### src/rtl/traffic_sensor_conditioner.sv
// Conditions the raw vehicle-loop detector into the debounced, hold-limited
// car-present request 'x' for the highway/country traffic-light FSM.
module traffic_sensor_conditioner #(
    parameter logic [15:0] TICK_DIV       = 16'd50000,
    parameter logic [7:0]  DEBOUNCE_TICKS = 8'd4,
    parameter logic [7:0]  MIN_HOLD       = 8'd10,
    parameter logic [7:0]  MAX_ASSERT     = 8'd60,
    parameter logic [7:0]  COOLDOWN_TICKS = 8'd20
) (
    input  logic       clk,
    input  logic       reset,
    input  logic       en,
    input  logic       sensor_raw,
    output logic       x,
    output logic       timeout_pulse,
    output logic [1:0] state_dbg
);

    typedef enum logic [1:0] {
        IDLE     = 2'd0,
        QUALIFY  = 2'd1,
        ACTIVE   = 2'd2,
        COOLDOWN = 2'd3
    } state_e;

    state_e      state_q, state_d;
    logic        sync1_q, sync1_d;
    logic        sync2_q, sync2_d;
    logic [15:0] pcnt_q, pcnt_d;
    logic [7:0]  tcnt_q, tcnt_d;
    logic        timeout_q, timeout_d;

    logic s_sync;
    logic tick;
    logic max_hit;

    assign s_sync  = sync2_q;
    assign tick    = (pcnt_q == TICK_DIV - 16'd1);
    assign max_hit = tick && (tcnt_q == MAX_ASSERT - 8'd1);

    // NOTE: every flop updates with <= so all of them sample pre-edge values;
    // reset is synchronous, so it only acts inside the clocked block.
    always_ff @(posedge clk) begin
        if (reset) begin
            state_q   <= IDLE;
            sync1_q   <= 1'b0;
            sync2_q   <= 1'b0;
            pcnt_q    <= '0;
            tcnt_q    <= '0;
            timeout_q <= 1'b0;
        end else begin
            state_q   <= state_d;
            sync1_q   <= sync1_d;
            sync2_q   <= sync2_d;
            pcnt_q    <= pcnt_d;
            tcnt_q    <= tcnt_d;
            timeout_q <= timeout_d;
        end
    end

    always_comb begin
        state_d   = state_q;
        timeout_d = 1'b0;
        if (!en) begin
            state_d = IDLE;
        end else begin
            unique case (state_q)
                IDLE: begin
                    if (s_sync) state_d = QUALIFY;
                end
                QUALIFY: begin
                    if (!s_sync)
                        state_d = IDLE;
                    else if (tick && (tcnt_q == DEBOUNCE_TICKS - 8'd1))
                        state_d = ACTIVE;
                end
                ACTIVE: begin
                    // Timeout wins over a release seen on the same cycle.
                    if (max_hit) begin
                        state_d   = COOLDOWN;
                        timeout_d = 1'b1;
                    end else if (!s_sync && (tcnt_q >= MIN_HOLD)) begin
                        state_d = IDLE;
                    end
                end
                COOLDOWN: begin
                    if (tick && (tcnt_q == COOLDOWN_TICKS - 8'd1)) state_d = IDLE;
                end
                default: state_d = IDLE;
            endcase
        end
    end

    always_comb begin
        sync1_d = sensor_raw;
        sync2_d = sync1_q;
        pcnt_d  = tick ? 16'd0 : pcnt_q + 16'd1;
        tcnt_d  = tcnt_q;
        if ((state_d != state_q) || !en)
            tcnt_d = 8'd0;
        else if (tick && (tcnt_q != 8'hFF))
            tcnt_d = tcnt_q + 8'd1;
    end

    always_comb begin
        x             = (state_q == ACTIVE);
        state_dbg     = state_q;
        timeout_pulse = timeout_q;
    end

endmodule
### config.mk
export PLATFORM = sky130hd
export DESIGN_NAME = traffic_sensor_conditioner
export DESIGN_NICKNAME = d
export VERILOG_FILES = /design/src/rtl/traffic_sensor_conditioner.sv
export SDC_FILE = /design/constraint.sdc
export NUM_CORES = 1
export LEC_CHECK = 0
export BUFFER_PORTS_ARGS = -buffer_cell sky130_fd_sc_hd__buf_4
export CAP_MARGIN = 20
export CORE_MARGIN = 3
export CORE_UTILIZATION = 39
export DETAILED_ROUTE_END_ITERATION = 6
export SLEW_MARGIN = 20
export SYNTH_ARGS = -nofsm -noshare
export SYNTH_HDL_FRONTEND = slang
export SYNTH_SLANG_ARGS = --single-unit
### constraint.sdc
create_clock -name clk -period 2.6 [get_ports clk]
set_input_delay 0.52 -clock clk [delete_from_list [all_inputs] [get_ports clk]]
set_output_delay 0.52 -clock clk [all_outputs]
set_load 0.01 [all_outputs]
Yosys cells after proc, flatten, opt, wreduce, memory -nomap -nowiden
Index checks and enable logic that the tools add are counted.
{"block": "word_totals", "reg_bits": 29, "elab_cells": 41}
{"block": "classes", "order_cmp": 1, "n_addsub": 2, "eq_ne": 9, "n_bitwise": 2, "n_reduce_logical": 12, "n_mux": 9}
{"operator": "adder 16 x 1 -> 16 bit, second input constant", "count": 1}
{"operator": "equality test 16 bit, second input constant", "count": 1}
{"operator": "2-to-1 mux 2 bit", "count": 7}
{"operator": "adder 8 x 1 -> 8 bit, second input constant", "count": 1}
{"operator": "equality test 8 x 2 -> 1 bit, second input constant", "count": 1}
{"operator": "equality test 8 x 5 -> 1 bit, second input constant", "count": 1}
{"operator": "equality test 8 x 6 -> 1 bit, second input constant", "count": 1}
{"operator": "greater-or-equal comparator 8 x 4 -> 1 bit, second input constant", "count": 1}
{"operator": "!= test 8 bit, second input constant", "count": 1}
{"operator": "case mux 2 bit (4 select lines)", "count": 1}
{"operator": "logical AND 1 bit", "count": 5}
{"operator": "equality test 2 bit, second input constant", "count": 2}
{"operator": "OR reduction 2 bit", "count": 2}
{"operator": "OR reduction 3 bit", "count": 1}
{"operator": "equality test 2 x 1 -> 1 bit, second input constant", "count": 1}
{"operator": "zero test 1 bit", "count": 2}
{"operator": "zero test 2 bit", "count": 1}
{"operator": "!= test 2 bit", "count": 1}
{"operator": "NOT 1 bit", "count": 2}
{"operator": "logical OR 1 bit", "count": 1}
{"operator": "2-to-1 mux 1 bit", "count": 1}

Logic depth before layout (Yosys ltp)
Gate-level depths: netlist of run 1.
{"block": "depth", "word_depth": 9, "mapped_depth": 7, "mapped_depth_nobuf": 7}

Worst setup path after synthesis of run 1
No wires, ideal clock.
{"block": "synth_path", "kind": "reg2reg", "from": "reg pcnt_q[12]", "to": "reg tcnt_q[4]", "stages_incl_launch_ff": 7, "arrival_ns": 1.999, "path_slack_ns": 0.478, "setup_ns": 0.124, "required_time_ns": 2.476, "path_cell_list": "dfxtp_1 -> or4b_1 -> or4_4 -> buf_6 -> nor4b_2 -> xnor2_1 -> nor2_1"}
{"block": "synth_via", "elab_chain_len": 9, "word_cells_on_any_way": 14}
{"element": "start: declaration", "line": "29", "text": "logic [15:0] pcnt_q, pcnt_d;"}
{"element": "start signal: assignment", "line": "55", "text": "pcnt_q <= pcnt_d;"}
{"element": "equality test 16 bit (*)", "line": "38", "text": "assign tick = (pcnt_q == TICK_DIV - 16'd1);"}
{"element": "logical AND 1 bit", "line": "74", "text": "else if (tick && (tcnt_q == DEBOUNCE_TICKS - 8'd1))"}
{"element": "2-to-1 mux 2 bit", "line": "74"}
{"element": "2-to-1 mux 2 bit", "line": "72", "text": "if (!s_sync)"}
{"element": "case mux 2 bit (4 select lines)", "line": "67", "text": "unique case (state_q)"}
{"element": "2-to-1 mux 2 bit", "line": "64", "text": "if (!en) begin"}
{"element": "!= test 2 bit", "line": "99", "text": "if ((state_d != state_q) || !en)"}
{"element": "logical OR 1 bit", "line": "99"}
{"element": "OR reduction 2 bit (no line)"}
{"element": "end signal: assignment", "line": "56", "text": "tcnt_q <= tcnt_d;"}
{"element": "end: declaration", "line": "30", "text": "logic [7:0] tcnt_q, tcnt_d;"}
Mark *: on every way between the ends. The rest lies on a longest branch, timed or not.
A chain may end at the register's enable or synchronous reset.

Final worst setup path of run 1
{"block": "layout_path", "from": "reg pcnt_q[12]", "to": "reg tcnt_q[2]"}
Same word-level chain as after synthesis.

==> results of run 1 <==
-- worst min-delay path by stage --
stage	end	cells past startpoint	start
finish	pcnt_q[2]$_SDFF_PP0_	2	reset
global route	s_sync$_SDFF_PP0_	2	reset
CTS	sync1_q$_SDFF_PP0_	2	reset
detailed placement	s_sync$_SDFF_PP0_	1	sync1_q$_SDFF_PP0_
global placement	s_sync$_SDFF_PP0_	1	sync1_q$_SDFF_PP0_
floorplan	pcnt_q[0]$_SDFF_PP0_	1	pcnt_q[0]$_SDFF_PP0_
-- area by class of cell --
class | instances | area share (%)
timing repair buffer | 10 | 4.584
multi-input combinational | 133 | 49.81
clock buffer | 7 | 5.271
inverter | 6 | 1.375
tap | 46 | 3.514
sequential | 29 | 35.45
-- report_power, final --
part / leakage [uW] / switching [uW] / total [uW] / internal, uW
Clock: 0.0000443 / 152 / 361 / 209
Combinational: 0.000262 / 13.4 / 24.7 / 11.4
Sequential: 0.000235 / 4.61 / 455 / 450
-- registers in the layout, indices dropped and copies added (netlist names) --
| register | flops |
|---|---|
| state_dbg | 2 |
| pcnt_q | 16 |
| sync1_q | 1 |
| tcnt_q | 8 |
| timeout_pulse | 1 |
| s_sync | 1 |
-- synthesized netlist by cell type --
library cell  instances  area, um2
nor4_2                2      25.02
nor3_1                5      25.02
buf_2                 1      5.000
xor2_1                9      78.83
o21ai_0               3      15.01
nand3b_1              1      7.510
and3_1                3      18.77
nor3b_1               1      7.510
xnor2_1               9      78.83
nand2_1              15      56.30
or3_1                 3      18.77
a211oi_1              2      15.01
o211ai_1              2      15.01
o21ai_1               1      5.000
or4bb_1               2      22.52
a311oi_1              1      8.760
nor2b_1               3      18.77
o31ai_1               1      7.510
or3b_1                1      8.760
nor4b_2               1      15.01
nor4b_1               1      8.760
nor4_1                4      25.02
clkbuf_1              4      15.01
dfxtp_1              29      580.6
or4_4                 1      11.26
nor2_1               32      120.1
and4_1                1      8.760
a21oi_1               7      35.03
inv_1                 6      22.52
buf_6                 1      11.26
nand4_1               4      25.02
ha_1                  3      37.54
or4b_1                1      10.01
o22a_1                1      8.760
nand3_1               9      45.04
o31a_1                1      8.760
nand4bb_1             1      11.26
nand2b_1              2      12.51
-- logic make-up (layout without fill, tap and decap cells) --
| kind of cell | count (synthesis) | after routing | synth area share [%] |
|---|---|---|---|
| buffers and inverters | 12 | 23 | 3.709 |
| AND/OR/NAND/NOR | 93 | 93 | 34.60 |
| flip-flops | 29 | 29 | 40.03 |
| adder cells (fa/ha/maj) | 3 | 3 | 2.589 |
| AO/OA/AOI/OAI | 19 | 19 | 8.196 |
| XOR/XNOR | 18 | 18 | 10.87 |
-- layer usage --
| layer | track usage [%] | vias up | wire, um |
|---|---|---|---|
| met1 | 15.92 | 554 | 1223 |
| met2 | 23.89 | 21 | 1295 |
| met4 | 7.595 | 0 | 43 |
| met3 | 4.553 | 6 | 124 |
| li1 | - | 623 | - |
| met5 | 0 | - | 0 |
-- worst max-delay path: cells and delay by family (launching register included) --
family | cells | cell delay, ns
compound gates | 2 | 0.49
flops | 1 | 0.34
simple gates | 3 | 1.46
-- metrics by stage --
stage,hold slack [ns],utilization [%]
after global routing,0.4357,47.22
after floorplan,0.4132,-
after global placement,0.4154,44.73
after detailed placement,0.4272,44.73
final,0.4388,47.22
after CTS,0.4317,47.22
-- cell usage in the layout (no fill, tap or decap) --
cell       instances
o31a_1             1
buf_4             10
nor4_1             4
or4bb_1            2
nor3b_1            1
o22a_1             1
o31ai_1            1
nand2b_1           2
nor2b_1            3
xor2_1             9
nor3_1             5
ha_1               3
a311oi_1           1
nand3_1            9
or3b_1             1
and3_1             3
nor4_2             2
o21ai_1            1
nor4b_1            1
or3_1              3
nor4b_2            1
dfxtp_1           29
nand4_1            4
a211oi_1           2
xnor2_1            9
inv_1              6
o21ai_0            3
clkbuf_8           6
and4_1             1
clkbuf_1           1
or4b_1             1
or4_4              1
nand3b_1           1
a21oi_1            7
nor2_1            32
nand2_1           15
nand4bb_1          1
o211ai_1           2
==> results.py, run 1 <==
metrics = {
    "outcome": {
        "status": "finished, final reports clean",
    },
    "timing": {
        "fin_crit_ns": 2.374,
        "clock_skew_ns": 0.003565,
        "rsz0062_at_grt": "no",
        "tightest_slew_ns": 0.4238,
        "tns_ns": 0,
        "fmax_ghz": 0.4212,
        "period_share_pct": 91.31,
        "setup_viol": 0,
        "relSlewSlack_pct": 71.64,
        "hold_viol_final": 0,
        "layout_setup_ws_ns": 0.2261,
        "drv_slew": 0,
    },
    "placement": {
        "gp_congestion": 0.7647,
        "dpl_cell_area_um2": 1551,
        "dp_cells": 224,
        "place_worst_setup_slack_ns": 0.2233,
        "port_buffers": 7,
        "hpwl_mm": 1.985,
    },
    "yosys": {
        "ys_ff_latch": 29,
        "synth.avg_cell_area_um2": 8.334,
        "yosysSeqAreaShare_pct": 40.03,
        "syn_nets": 181,
        "netlist_area_um2": 1450,
        "synthCells": 174,
        "ys_warn_count": 0,
        "yosysUniqueCellTypes": 38,
    },
    "layout": {
        "nFillCells": 361,
        "antennaDiodeCount": 0,
        "multiInputGateArea_um2": 815.8,
        "drive_gt1_share_pct": 10.81,
        "fin_cells": 231,
        "ff_latch_area_um2": 580.6,
        "fin_area_um2": 1638,
        "fin_nets": 192,
        "syn_to_final_growth_pct": 12.94,
    },
    "route": {
        "drt-total-wl_mm": 2.687,
        "ant_nets": 0,
        "num_vias": 1204,
        "firstDrtPassIters": 5,
        "post_drt_via_cell_ratio": 5.212,
        "wire_per_inst_um": 11.63,
        "initialDrtViolationCount": 93,
        "drc": 0,
    },
    "worst_setup_path": {
        "cpMaxStageDelayCell": "or4_4",
        "worstPathArrival_ns": 2.55,
        "rr_worst_depth": 5,
        "startpoint_type": "register",
        "critPathKind": "reg -> reg",
        "reg2reg_slack_ns": 0.23,
        "critPathCaptureType": "register",
        "worst_ep_required_time_ns": 2.78,
        "startpoint": "pcnt_q[12]$_SDFF_PP0_",
        "crit_chain": "or4b_1 > or4_4 > o211ai_1 > nand3_1 > a311oi_1",
        "rr_endpoint": "tcnt_q[2]$_SDFFE_PP0P_",
        "reg2reg_from": "pcnt_q[12]$_SDFF_PP0_",
        "cpPeakStageDelay_ns": 0.65,
        "crit_end": "tcnt_q[2]$_SDFFE_PP0P_",
        "crit_path_max_fanout": 12,
    },
    "floorplanning": {
        "start_util_pct": 41.81,
        "rows": 21,
        "dieWidth_um": 66.98,
        "core_area_um2": 3468,
        "die_area_um2": 4486,
        "fp.dieH_um": 66.98,
        "ios": 8,
    },
    "global_route": {
        "grt_pass1_vias": 1150,
        "grt_max_degree": 16,
        "grt-ovfl-total": 0,
        "antenna_found_initial": 0,
        "grt_pass1_wl_mm": 4.816,
        "grt_util_all_layers_pct": 14.26,
    },
    "worst_hold_path": {
        "hp-class": "in -> reg",
    },
    "clocking": {
        "root_buffer": "clkbuf_8",
        "numCtsBuffers": 5,
        "clockBufferDepth": 2,
        "ctsHoldBuffers": 0,
        "cts-resized-gates": 0,
        "worstSkewPairLatency_ns": 0.27,
        "cts_sinks": 29,
        "postCtsSetupBuffers": 0,
        "h-tree-depth": 2,
        "path_clk_slew_ns": 0.06,
        "tritoncts": "built",
    },
    "flow_run": {
        "cap_violations": 0,
    },
    "pwr": {
        "power_uw": 840.8,
        "p_per_area_nw_per_um2": 513.4,
        "p_leak_uw": 0.0005406,
        "ir_drop_v": 0.0002303,
    },
}
Power figures use the tool's default switching activity.
==> run 2, diff against run 1 <==
- RECOVER_POWER: unset -> 100
==> results.py, run 2 (synthesis results as in run 1) <==
metrics = {
    "worst_setup_path": {
        "worstPathArrival_ns": 2.55,
        "crit_chain": "or4b_1 > or4_4 > o211ai_1 > nand3_1 > a311oi_1",
        "cpMaxStageDelayCell": "or4_4",
        "critPathKind": "reg -> reg",
        "startpoint_type": "register",
        "worst_ep_required_time_ns": 2.78,
        "critPathBufInv": 0,
        "crit_path_max_fanout": 12,
        "cpPeakStageDelay_ns": 0.65,
        "crit_family": "simple AND/OR/NAND/NOR gates",
        "critPathCaptureType": "register",
    },
    "global_route": {
        "grt_max_degree": 16,
        "grt-ovfl-total": 0,
        "grt_pass1_wl_mm": 4.816,
        "grt_pass1_vias": 1150,
        "grt_util_all_layers_pct": 14.26,
        "antenna_found_initial": 0,
    },
    "timing": {
        "hold_viol_final": 0,
        "relSlewSlack_pct": 71.55,
        "clock_skew_ns": 0.003846,
        "setup_viol": 0,
        "tns_ns": 0,
        "rsz0062_at_grt": "no",
        "tightest_slew_ns": 0.4262,
        "drv_slew": 0,
        "fmax_ghz": 0.4226,
        "period_share_pct": 91.02,
        "fin_crit_ns": 2.367,
    },
    "route": {
        "num_vias": 1196,
        "wire_per_inst_um": 11.68,
        "firstDrtPassIters": 4,
        "drc": 0,
        "initialDrtViolationCount": 73,
        "drt-total-wl_mm": 2.698,
        "ant_nets": 0,
        "post_drt_via_cell_ratio": 5.177,
    },
    "clocking": {
        "tritoncts": "built",
        "numCtsBuffers": 5,
        "h-tree-depth": 2,
        "ctsHoldBuffers": 0,
        "clockBufferDepth": 2,
        "postCtsSetupBuffers": 0,
        "root_buffer": "clkbuf_8",
        "cts-resized-gates": 0,
        "worstSkewPairLatency_ns": 0.27,
        "path_clk_slew_ns": 0.06,
        "cts_sinks": 29,
    },
    "floorplanning": {
        "core_area_um2": 3468,
        "dieWidth_um": 66.98,
        "start_util_pct": 41.81,
        "rows": 21,
        "fp.dieH_um": 66.98,
        "ios": 8,
        "die_area_um2": 4486,
    },
    "layout": {
        "largest_reg_flops": 16,
        "antennaDiodeCount": 0,
        "drive_gt1_share_pct": 7.568,
        "regMostFlops": "pcnt_q",
        "fin_area_um2": 1613,
        "layout_common_cells": "nor2_1, dfxtp_1, nand2_1",
        "syn_to_final_growth_pct": 11.22,
        "multiInputGateArea_um2": 815.8,
        "fin_nets": 192,
        "final_common_cell": "nor2_1",
        "ff_latch_area_um2": 580.6,
        "nFillCells": 365,
    },
    "outcome": {
        "status": "finished, final reports clean",
    },
    "worst_hold_path": {
        "hp-class": "reg -> reg",
    },
    "placement": {
        "dpl_cell_area_um2": 1551,
        "port_buffers": 7,
        "hpwl_mm": 1.985,
        "gp_congestion": 0.7647,
    },
    "pwr": {
        "p_leak_uw": 0.0005151,
        "power_uw": 839.8,
        "ir_drop_v": 0.0002304,
        "p_per_area_nw_per_um2": 520.7,
    },
    "flow_run": {
        "cap_violations": 0,
    },
}
run 2: metrics by stage:
stage | setup slack, ns | hold WS, ns | utilization [%] | std cells
5_1_grt | 0.06483 | 0.4661 | 46.50 | 231
6_report | 0.2335 | 0.4436 | 46.50 | 231
4_1_cts | 0.1995 | 0.4317 | 47.22 | 231
3_5_place_dp | 0.2233 | 0.4272 | 44.73 | 224
3_3_place_gp | 0.2917 | 0.4154 | 44.73 | 224
2_1_floorplan | 0.4779 | 0.4132 | - | 174
run 2: worst paths after layout:
kind | from | end | slack (ns) | cells after the start
worst max-delay path | pcnt_q[12]$_SDFF_PP0_ | tcnt_q[2]$_SDFFE_PP0P_ | 0.23 | 5
worst min-delay path | pcnt_q[0]$_SDFF_PP0_ | pcnt_q[0]$_SDFF_PP0_ | 0.44 | 1
worst max register to register | pcnt_q[12]$_SDFF_PP0_ | tcnt_q[2]$_SDFFE_PP0P_ | 0.23 | 5
worst min register to register | pcnt_q[0]$_SDFF_PP0_ | pcnt_q[0]$_SDFF_PP0_ | 0.44 | 1
run 2: where the power goes:
group	internal [uW]	switching (uW)	leakage, uW
Combinational	9.97	13.4	0.000236
Sequential	450	4.62	0.000235
Clock	209	152	0.0000443
Total	669	170	0.000515
run 2: routing by layer:
metal	up-vias	GRT usage, %	wire, um
met5	-	0	0
li1	624	-	-
met4	0	7.595	43
met1	547	15.92	1253
met3	6	4.553	125
met2	19	23.89	1276
run 2: area by class of cell:
class / instances / share of cell area, %
multi-input cells: 133 / 50.58
flip-flops and latches: 29 / 36.00
inverters: 6 / 1.396
repair buffers: 10 / 3.103
clock buffers: 7 / 5.353
well taps: 46 / 3.569
